`src/rtl/uart_tx_arbiter.sv`:
```
// uart_tx_arbiter: round-robin sharing of one UART transmitter among N_REQ byte sources,
// with a start pulse, done/watchdog completion, per-requester ack and a programmable idle gap.
module uart_tx_arbiter #(
    parameter int unsigned N_REQ          = 4,
    parameter int unsigned DBIT           = 8,
    parameter int unsigned GAP_CYCLES     = 16,
    parameter int unsigned TIMEOUT_CYCLES = 20000
) (
    input  logic                       clk,
    input  logic                       rst,
    input  logic [N_REQ-1:0]           req,
    input  logic [N_REQ*DBIT-1:0]      req_data,
    output logic [N_REQ-1:0]           ack,
    output logic                       tx_start,
    output logic [DBIT-1:0]            tx_data,
    input  logic                       tx_done_tick,
    output logic                       busy,
    output logic [$clog2(N_REQ)-1:0]   grant_id,
    output logic                       timeout_err
);

    localparam int unsigned ID_W  = $clog2(N_REQ);
    localparam int unsigned GAP_W = (GAP_CYCLES > 0) ? $clog2(GAP_CYCLES + 1) : 1;
    localparam int unsigned WD_W  = (TIMEOUT_CYCLES > 0) ? $clog2(TIMEOUT_CYCLES + 1) : 1;

    typedef enum logic [1:0] {IDLE, START, WAIT_DONE, GAP} state_t;

    state_t            state, state_nxt;
    logic [ID_W-1:0]   ptr, ptr_nxt;
    logic [GAP_W-1:0]  gap_cnt, gap_nxt;
    logic [WD_W-1:0]   wd_cnt, wd_nxt;
    logic [N_REQ-1:0]  ack_nxt;
    logic              tx_start_nxt;
    logic              busy_nxt;
    logic              timeout_nxt;
    logic [DBIT-1:0]   tx_data_nxt;
    logic [ID_W-1:0]   grant_nxt;
    logic              finish;

    logic              found;
    logic [ID_W-1:0]   win;
    logic [ID_W-1:0]   scan_idx;
    logic [DBIT-1:0]   win_data;
    logic [DBIT-1:0]   slot [N_REQ];

    // Split the flat data bus into one byte per requester.
    for (genvar g = 0; g < N_REQ; g++) begin : g_slot
        assign slot[g] = req_data[g*DBIT +: DBIT];
    end

    // Cyclic scan starting at the round-robin pointer; the first set request wins.
    always_comb begin
        found    = 1'b0;
        win      = '0;
        scan_idx = '0;
        for (int unsigned k = 0; k < N_REQ; k++) begin
            scan_idx = ID_W'((32'(ptr) + k) % N_REQ);
            if (!found && req[scan_idx]) begin
                found = 1'b1;
                win   = scan_idx;
            end
        end
        win_data = slot[win];
    end

    // Next-state and next-output logic; outputs are registered below.
    always_comb begin
        state_nxt    = state;
        ptr_nxt      = ptr;
        gap_nxt      = gap_cnt;
        wd_nxt       = wd_cnt;
        grant_nxt    = grant_id;
        tx_data_nxt  = tx_data;
        ack_nxt      = '0;
        tx_start_nxt = 1'b0;
        timeout_nxt  = 1'b0;
        finish       = 1'b0;
        case (state)
            IDLE: begin
                if (found) begin
                    grant_nxt    = win;
                    tx_data_nxt  = win_data;
                    tx_start_nxt = 1'b1;
                    wd_nxt       = WD_W'(TIMEOUT_CYCLES);
                    state_nxt    = START;
                end
            end
            START: begin
                // The start cycle already counts toward the watchdog window.
                if (wd_cnt != '0) wd_nxt = wd_cnt - WD_W'(1);
                state_nxt = WAIT_DONE;
            end
            WAIT_DONE: begin
                if (tx_done_tick) begin
                    finish = 1'b1;
                end else if (TIMEOUT_CYCLES != 0 && wd_cnt <= WD_W'(1)) begin
                    finish      = 1'b1;
                    timeout_nxt = 1'b1;
                end else if (wd_cnt != '0) begin
                    wd_nxt = wd_cnt - WD_W'(1);
                end
                if (finish) begin
                    ack_nxt[grant_id] = 1'b1;
                    wd_nxt            = '0;
                    if (32'(grant_id) == N_REQ - 1) ptr_nxt = '0;
                    else                            ptr_nxt = grant_id + ID_W'(1);
                    if (GAP_CYCLES == 0) begin
                        state_nxt = IDLE;
                    end else begin
                        gap_nxt   = GAP_W'(GAP_CYCLES);
                        state_nxt = GAP;
                    end
                end
            end
            GAP: begin
                if (gap_cnt <= GAP_W'(1)) begin
                    gap_nxt   = '0;
                    state_nxt = IDLE;
                end else begin
                    gap_nxt = gap_cnt - GAP_W'(1);
                end
            end
            default: state_nxt = IDLE;
        endcase
        busy_nxt = (state_nxt != IDLE);
    end

    // State, counters and registered outputs; everything clears on reset.
    always_ff @(posedge clk or negedge rst) begin
        if (!rst) begin
            state       <= IDLE;
            ptr         <= '0;
            gap_cnt     <= '0;
            wd_cnt      <= '0;
            ack         <= '0;
            tx_start    <= 1'b0;
            tx_data     <= '0;
            busy        <= 1'b0;
            grant_id    <= '0;
            timeout_err <= 1'b0;
        end else begin
            state       <= state_nxt;
            ptr         <= ptr_nxt;
            gap_cnt     <= gap_nxt;
            wd_cnt      <= wd_nxt;
            ack         <= ack_nxt;
            tx_start    <= tx_start_nxt;
            tx_data     <= tx_data_nxt;
            busy        <= busy_nxt;
            grant_id    <= grant_nxt;
            timeout_err <= timeout_nxt;
        end
    end

endmodule
```
`config.mk`:
```
export PLATFORM = sky130hd
export DESIGN_NAME = uart_tx_arbiter
export DESIGN_NICKNAME = d
export VERILOG_FILES = /design/src/rtl/uart_tx_arbiter.sv
export SDC_FILE = /design/constraint.sdc
export NUM_CORES = 1
export LEC_CHECK = 0
export CORE_MARGIN = 5
export CORE_UTILIZATION = 55
export DETAILED_ROUTE_END_ITERATION = 10
export PLACE_DENSITY = 0.84
export RECOVER_POWER = 25
export SYNTH_ARGS = -nofsm -noshare
export SYNTH_HDL_FRONTEND = slang
export SYNTH_SLANG_ARGS = --single-unit
export TNS_END_PERCENT = 20
```
`constraint.sdc`:
```
create_clock -name clk -period 4.3 [get_ports clk]
set_input_delay 0.86 -clock clk [delete_from_list [all_inputs] [get_ports clk]]
set_output_delay 0.86 -clock clk [all_outputs]
set_load 0.03 [all_outputs]
```
==> results of run 1 <==
[routing by layer]
| metal | up-vias | share of wire |
|---|---|---|
| met2 | 52 | 0.51 |
| met5 | - | 0 |
| met4 | 0 | 0.018 |
| met3 | 9 | 0.044 |
| met1 | 1029 | 0.43 |
| li1 | 1062 | - |
[through the flow]
step                      cell area [um2]   util
after floorplan                      2520      -
after global placement               3090  0.700
after detailed placement             3090  0.700
after CTS                            3220  0.730
after global routing                 3220  0.730
final                                3220  0.730
[sequential cells by signal (all words and copies together) (netlist names), 2 cells and up]
register and cells:
wd_cnt 15, state 2, ack 4, ptr 2, tx_data 8, gap_cnt 5
grant_id 2
[report_power, final]
part	switching (mW)	internal [mW]
combinational	0.745	0.563
clock	0.133	0.231
sequential	0.155	0.537
[layout by cell type, fill, tap and decap left out, types with 8 or more instances in the layout]
| cell type | n |
|---|---|
| ha_1 | 14 |
| clkdlybuf4s50_1 | 54 |
| nand2_1 | 20 |
| o21ai_1 | 8 |
| dfrtp_1 | 41 |
| nor2_1 | 8 |
| o221ai_1 | 8 |
| a21oi_1 | 11 |
| inv_1 | 14 |
| nor3_1 | 8 |
| mux2i_1 | 18 |
[synthesized netlist by cell type (2+ instances only)]
cell type / n
dfrtp_1: 41
nand2_1: 20
mux2i_1: 18
ha_1: 14
inv_1: 14
a21oi_1: 11
nor2_1: 8
nor3_1: 8
o21ai_1: 8
o221ai_1: 8
and2_1: 7
nand2b_1: 7
nand3_1: 7
clkbuf_1: 6
o21ai_0: 6
nor4_1: 5
a21o_1: 4
o22ai_1: 4
a211oi_1: 3
a22o_1: 3
nand3b_1: 3
o2bb2ai_1: 3
or4_1: 3
buf_2: 2
mux2_2: 2
nor2b_1: 2
o22a_1: 2
o31ai_1: 2
o41ai_1: 2
xnor2_1: 2
[kinds of logic (layout without fill, tap and decap cells)]
logic type / count (synthesis) / after routing / share of synthesized area
AOI/OAI and AO/OA: 75 / 75 / 0.225
xor gates and xnor gates: 2 / 2 / 0.00695
adders and majority gates: 14 / 14 / 0.0695
buffers and inverters: 24 / 78 / 0.0397
DFF: 41 / 41 / 0.407
muxes: 20 / 20 / 0.0804
and+or+nand+nor: 79 / 79 / 0.172
[worst register-to-register path: cells and delay by family (launching register included)]
kind	cells	cell delay [ns]
simple gates	3	1.54
flops	1	0.42
mux	1	0.35
compound gates	1	0.17
[cell type report]
type                    count  area [um2]
repair buffers             55         544
fillers                   345        1190
clock inverters             3        65.1
multi-input cells         190        1400
clock buffers               5        68.8
flip-flops and latches     41        1030
well taps                  52        65.1
inverters                  15        56.3
[path summary, 6_finish.rpt]
kind,startpoint,endpoint,cells past startpoint
min in group asynchronous,rst,gap_cnt[1],1
min,tx_data[5],tx_data[5],2
max reg2reg,wd_cnt[7],ptr[0],5
min reg2reg,tx_data[5],tx_data[5],2
max in group asynchronous,rst,wd_cnt[11],1
max,req[1],tx_data[2],6
==> metrics.md, run 1 <==
| Metric | Value |
|---|---|
| Status | `complete, but fails checks` |
| Root Driver | `clkbuf_8` |
| # resized after CTS | `0` |
| Top cell type's share of synthesized area | `0.407` |
| Syn_nets | `308` |
| Fin. Hold Viols | `0` |
| GRT Max-Usage Layer | `met2` |
| Ordered cell list for the critical path | `clkdlybuf4s50_1 -> nor4_1 -> nand2b_1 -> inv_2 -> nand2b_1 -> o221ai_1` |
| Final ANT Viol Nets | `0` |
| Largest net degree at the start of global routing | `42` |
| Crit path DAT | `3.02 ns` |
| Synth Cell Area | `0.00252 mm2` |
| Dominant cells by area after synthesis | `dfrtp_1, mux2i_1, ha_1` |
| Port buffer count | `55` |
| Met2 Usage GRT | `0.328` |
| Buf+Inv Stages, Crit Path | `2` |
| VDD IR-drop max | `0.000429 V` |
| Io pins | `56` |
| Fmax | `348 MHz` |
| Chip width | `77.7 um` |
| Post-Layout Cell Count | `361` |
| Die height | `77.7 um` |
| Grt total ovfl | `0` |
| Yosys cell types | `60` |
| Post-DP HPWL | `4370 um` |
| CP Launch Type | `input port` |
| Fin crit share | `0.668` |
| Iter 0 DRT Violations | `102` |
| Synth warnings | `0` |
| # H-tree levels | `2` |
| Syn Area/Cell | `9.89 um2` |
| Least-Margin Pin Slew | `2.13 ns` |
| Routed WL per cell | `15.7 um` |
| Share of cells above drive strength 1 | `0.0615` |
| Die area | `0.00604 mm2` |
| Dpl cells | `353` |
| Register bit total from synthesis | `41` |
| Crit Path Class | `in -> reg` |
| Worst setup EP type | `flop` |
| Setup TNS | `0 ns` |
| Crit path time final | `2.87 ns` |
| First-pass GRT wire length | `9800 um` |
| Crit path max fanout | `9` |
| Clock Sinks | `41` |
| Post-CTS Setup Bufs | `0` |
| Slowest-stage cell, CP | `nor4_1` |
| Vias | `2152` |
| Nets | `361` |
| Worst setup margin | `1.43 ns` |
| Worst hold slack | `0.495 ns` |
| Data required, critical path | `4.45 ns` |
| Post-place setup slack | `1.08 ns` |
| EDFF count, synth | `0` |
| Synthesized instance count | `255` |
| Gr usage total | `0.196` |
| Crit-path most repeated cell | `nand2b_1` |
| Met3 GRT Util | `0.0428` |
| Static Leak | `1.38 nW` |
| Pre-Repair DR Iteration Count | `4` |
| Sequential cell area fraction in the yosys report | `0.407` |
| FP Rows | `24` |
| Failing checks | `capacitance limit, slew limit` |
| Max-cap violations | `1` |
| Min-delay worst type | `reg -> reg` |
| R2R Setup Slk | `1.71 ns` |
| Routed vias/inst | `5.96` |
| Worst Skew | `0.00671 ns` |
| Post-CTS Hold Buffers | `0` |
| CTS max path bufs | `2` |
| Core area | `0.00441 mm2` |
| RSZ-0062 raised after global routing | `no` |
| Initial antenna violation count | `0` |
| CP top delay family | `simple AND/OR/NAND/NOR gates` |
| Number of diodes | `0` |
| Setup violators final | `0` |
| Synth Flop Type | `dfrtp_1` |
| DRT Wirelength | `5670 um` |
| Reg clk slew, reported paths | `0.08 ns` |
| CTS tree | `yes` |
| Asr flop ratio synth | `1.00` |
| P per Cell Area | `734 mW/mm2` |
| Area leader, netlist | `dfrtp_1` |
| Vias in the first global route | `2089` |
| Grt met1 use | `0.250` |
| GP Congestion | `0.934` |
| Num CTS Buffers | `5` |
| Area delta synth->final | `27.7%` |
| Initial Utilization | `0.571` |
| CP peak stage delay | `0.72 ns` |
| Rel. slew slack | `-0.421` |
| Clk Latency, worst-skew pair | `0.29 ns` |
| Total chip power | `2.36 mW` |
| Max Slew Vio Count | `42` |
| Remaining DRCs | `0` |
Power figures use the tool's default switching activity.
==> run 2, diff against run 1 <==
--- a/config.mk
+++ b/config.mk
@@ -6,9 +6,9 @@
 export NUM_CORES = 1
 export LEC_CHECK = 0
 export CORE_MARGIN = 5
-export CORE_UTILIZATION = 55
+export CORE_UTILIZATION = 51
 export DETAILED_ROUTE_END_ITERATION = 10
-export PLACE_DENSITY = 0.84
+export PLACE_DENSITY = 0.79
 export RECOVER_POWER = 25
 export SYNTH_ARGS = -nofsm -noshare
 export SYNTH_HDL_FRONTEND = slang
==> constraint.sdc (replaced) <==
create_clock -name clk -period 2.65 [get_ports clk]
set_input_delay 0.53 -clock clk [delete_from_list [all_inputs] [get_ports clk]]
set_output_delay 0.53 -clock clk [all_outputs]
set_load 0.03 [all_outputs]
==> run 2 against run 1 <==
The flow now finishes without violations. Design area is 0.85% higher. Clock-buffer cell count is 1 higher. Combinational power is 66% higher. Hold slack worse by 0.11 ns.
==> metrics.md, run 2 (synthesis gave the netlist of run 1 again) <==
| Metric | Value |
|---|---|
| First-pass GRT wire length | `9650 um (-1.5%)` |
| # H-tree levels | `2 (unchanged)` |
| Largest Register | `wd_cnt` |
| Routed vias/inst | `5.71 (-4.1%)` |
| Data required, critical path | `2.83 ns (-1.62 ns)` |
| Setup TNS | `0 ns (unchanged)` |
| CTS tree | `yes` |
| CTS max path bufs | `2 (unchanged)` |
| Max reg flops | `15 (unchanged)` |
| Grt total ovfl | `0 (unchanged)` |
| Final Cell Area | `0.00325 mm2 (+0.85%)` |
| Initial antenna violation count | `0 (unchanged)` |
| Min-delay worst type | `in -> async` |
| Number of diodes | `0 (unchanged)` |
| Status | `finished, final reports clean` |
| Switch share | `0.456 (+0.0193)` |
| Initial Utilization | `0.530 (-0.0409)` |
| Largest net degree at the start of global routing | `42 (unchanged)` |
| Share of cells above drive strength 1 | `0.0825 (+0.0211)` |
| Largest regs | `wd_cnt x15, tx_data x8, gap_cnt x5` |
| FP Rows | `25 (+4.2%)` |
| Io pins | `56 (unchanged)` |
| Num CTS Buffers | `5 (unchanged)` |
| Reg power frac | `0.304 (+0.011)` |
| Critical Path Start | `wd_cnt[7]` |
| Fin crit share | `0.912` |
| Final ANT Viol Nets | `0 (unchanged)` |
| Clock Sinks | `41 (unchanged)` |
| Total chip power | `3.74 mW (+58%)` |
| Worst Skew | `0.00816 ns (+0.00145 ns)` |
| Crit path time final | `2.42 ns` |
| Die area | `0.00645 mm2 (+6.8%)` |
| R2R Setup Slk | `0.23 ns (-1.48 ns)` |
| RR Startpoint | `wd_cnt[7]` |
| P per Cell Area | `1150 mW/mm2 (+57%)` |
| Setup violators final | `0 (unchanged)` |
| Area delta synth->final | `28.8%` |
| Vias in the first global route | `2140 (+2.4%)` |
| Reg clk slew, reported paths | `0.08 ns (about the same)` |
| Post-CTS Hold Buffers | `0 (unchanged)` |
| Max-cap violations | `0 (-1)` |
| GP Congestion | `0.855 (-8.5%)` |
| Logic gate share of total power | `0.580 (+0.027)` |
| Least-Margin Pin Slew | `1.02 ns (-1.11 ns)` |
| Nets | `367 (+1.7%)` |
| Remaining DRCs | `0 (unchanged)` |
| Die height | `80.3 um (+3.4%)` |
| Worst r2r dst | `wd_cnt[12]` |
| Fin util | `0.683 (-0.0464)` |
| Fin. Hold Viols | `0 (unchanged)` |
| Crit path DAT | `2.60 ns (-0.42 ns)` |
| Routed WL per cell | `15.5 um (-1.0%)` |
| Commonest non-fill, non-tap cells in the layout | `clkdlybuf4s50_1, dfrtp_1, nand2_1` |
| Vias | `2183 (+1.4%)` |
| Internal power consumption | `2.03 mW (+53%)` |
| Fillcell total | `398 (+15%)` |
| Clk Latency, worst-skew pair | `0.30 ns (about the same)` |
| Crit path max fanout | `6 (-3)` |
| Clock share of power | `0.117 (-0.037)` |
| # resized after CTS | `0 (unchanged)` |
| Commonest non-fill, non-tap cell in the layout | `clkdlybuf4s50_1` |
| Worst hold slack | `0.389 ns (-0.106 ns)` |
| Root Driver | `clkbuf_8` |
| Post-CTS Setup Bufs | `0 (unchanged)` |
| Rel. slew slack | `0.322 (+0.742)` |
| Placed cell areas | `0.00315 mm2 (+2.1%)` |
| CP Launch Type | `flop` |
| Core area | `0.00475 mm2 (+7.7%)` |
| RSZ-0062 raised after global routing | `no` |
| Iter 0 DRT Violations | `153 (+50%)` |
| Cells on worst reg2reg path | `5 (unchanged)` |
| Static Leak | `1.39 nW (+1.2%)` |
| Gr usage total | `0.191 (-0.00503)` |
| Chip width | `80.3 um (+3.4%)` |
| Max Slew Vio Count | `0 (-100%)` |
| Post-DP HPWL | `4560 um (+4.5%)` |
| Port buffer count | `55 (unchanged)` |
| VDD IR-drop max | `0.000562 V (+31%)` |
| DRT Wirelength | `5940 um (+4.7%)` |
| Pre-Repair DR Iteration Count | `4 (unchanged)` |
| Worst setup EP type | `flop` |
| Fmax | `414 MHz` |
| Crit Path Class | `reg -> reg` |
| Switching Power | `1.70 mW (+65%)` |
run 2: through the flow:
step | instances | worst slack, ns
after global placement | 374 | 0.140
after detailed placement | 374 | 0.0804
after floorplan | 255 | 0.372
after CTS | 382 | 0.259
final | 382 | 0.232
after global routing | 382 | 0.0879
run 2: worst max-delay path by stage:
stage,to,depth (start not counted)
global route,wd_cnt[0],7
floorplan,gap_cnt[2],7
CTS,wd_cnt[4],5
finish,wd_cnt[12],5
global placement,wd_cnt[7],6
detailed placement,wd_cnt[7],6
run 2: final cells by class:
| cell class | count | area, um2 | share of cell area |
|---|---|---|---|
| clock buffers | 6 | 82.6 | 0.0254 |
| clock inverters | 2 | 13.8 | 0.00424 |
| inverters | 15 | 56.3 | 0.0173 |
| multi-input cells | 190 | 1400 | 0.430 |
| flip-flops and latches | 41 | 1030 | 0.316 |
| well taps | 67 | 83.8 | 0.0258 |
| repair buffers | 61 | 591 | 0.182 |
run 2: power by group through the flow:
stage	clock [mW]	combinational, mW	sequential [mW]
after floorplan	0	1.41	1.26
after global placement	0	2.12	1.13
after detailed placement	0	2.16	1.14
after CTS	0.447	2.17	1.13
after global routing	0.476	2.40	1.17
final	0.435	2.17	1.13
run 2: routing by layer:
layer | wire (um) | vias to the layer above | track usage
met2 | 2980 | 50 | 0.317
met3 | 232 | 11 | 0.0426
met1 | 2630 | 1051 | 0.237
met5 | 0 | - | 0
li1 | - | 1071 | -
met4 | 92 | 0 | 0.0811
run 2: worst max-delay path: stages, from the launching register on:
cell	delay [ns]
dfrtp_1	0.43
or4_1	0.66
or4_4	0.59
o21ai_2	0.30
o21ai_1	0.15
o2bb2ai_1	0.18
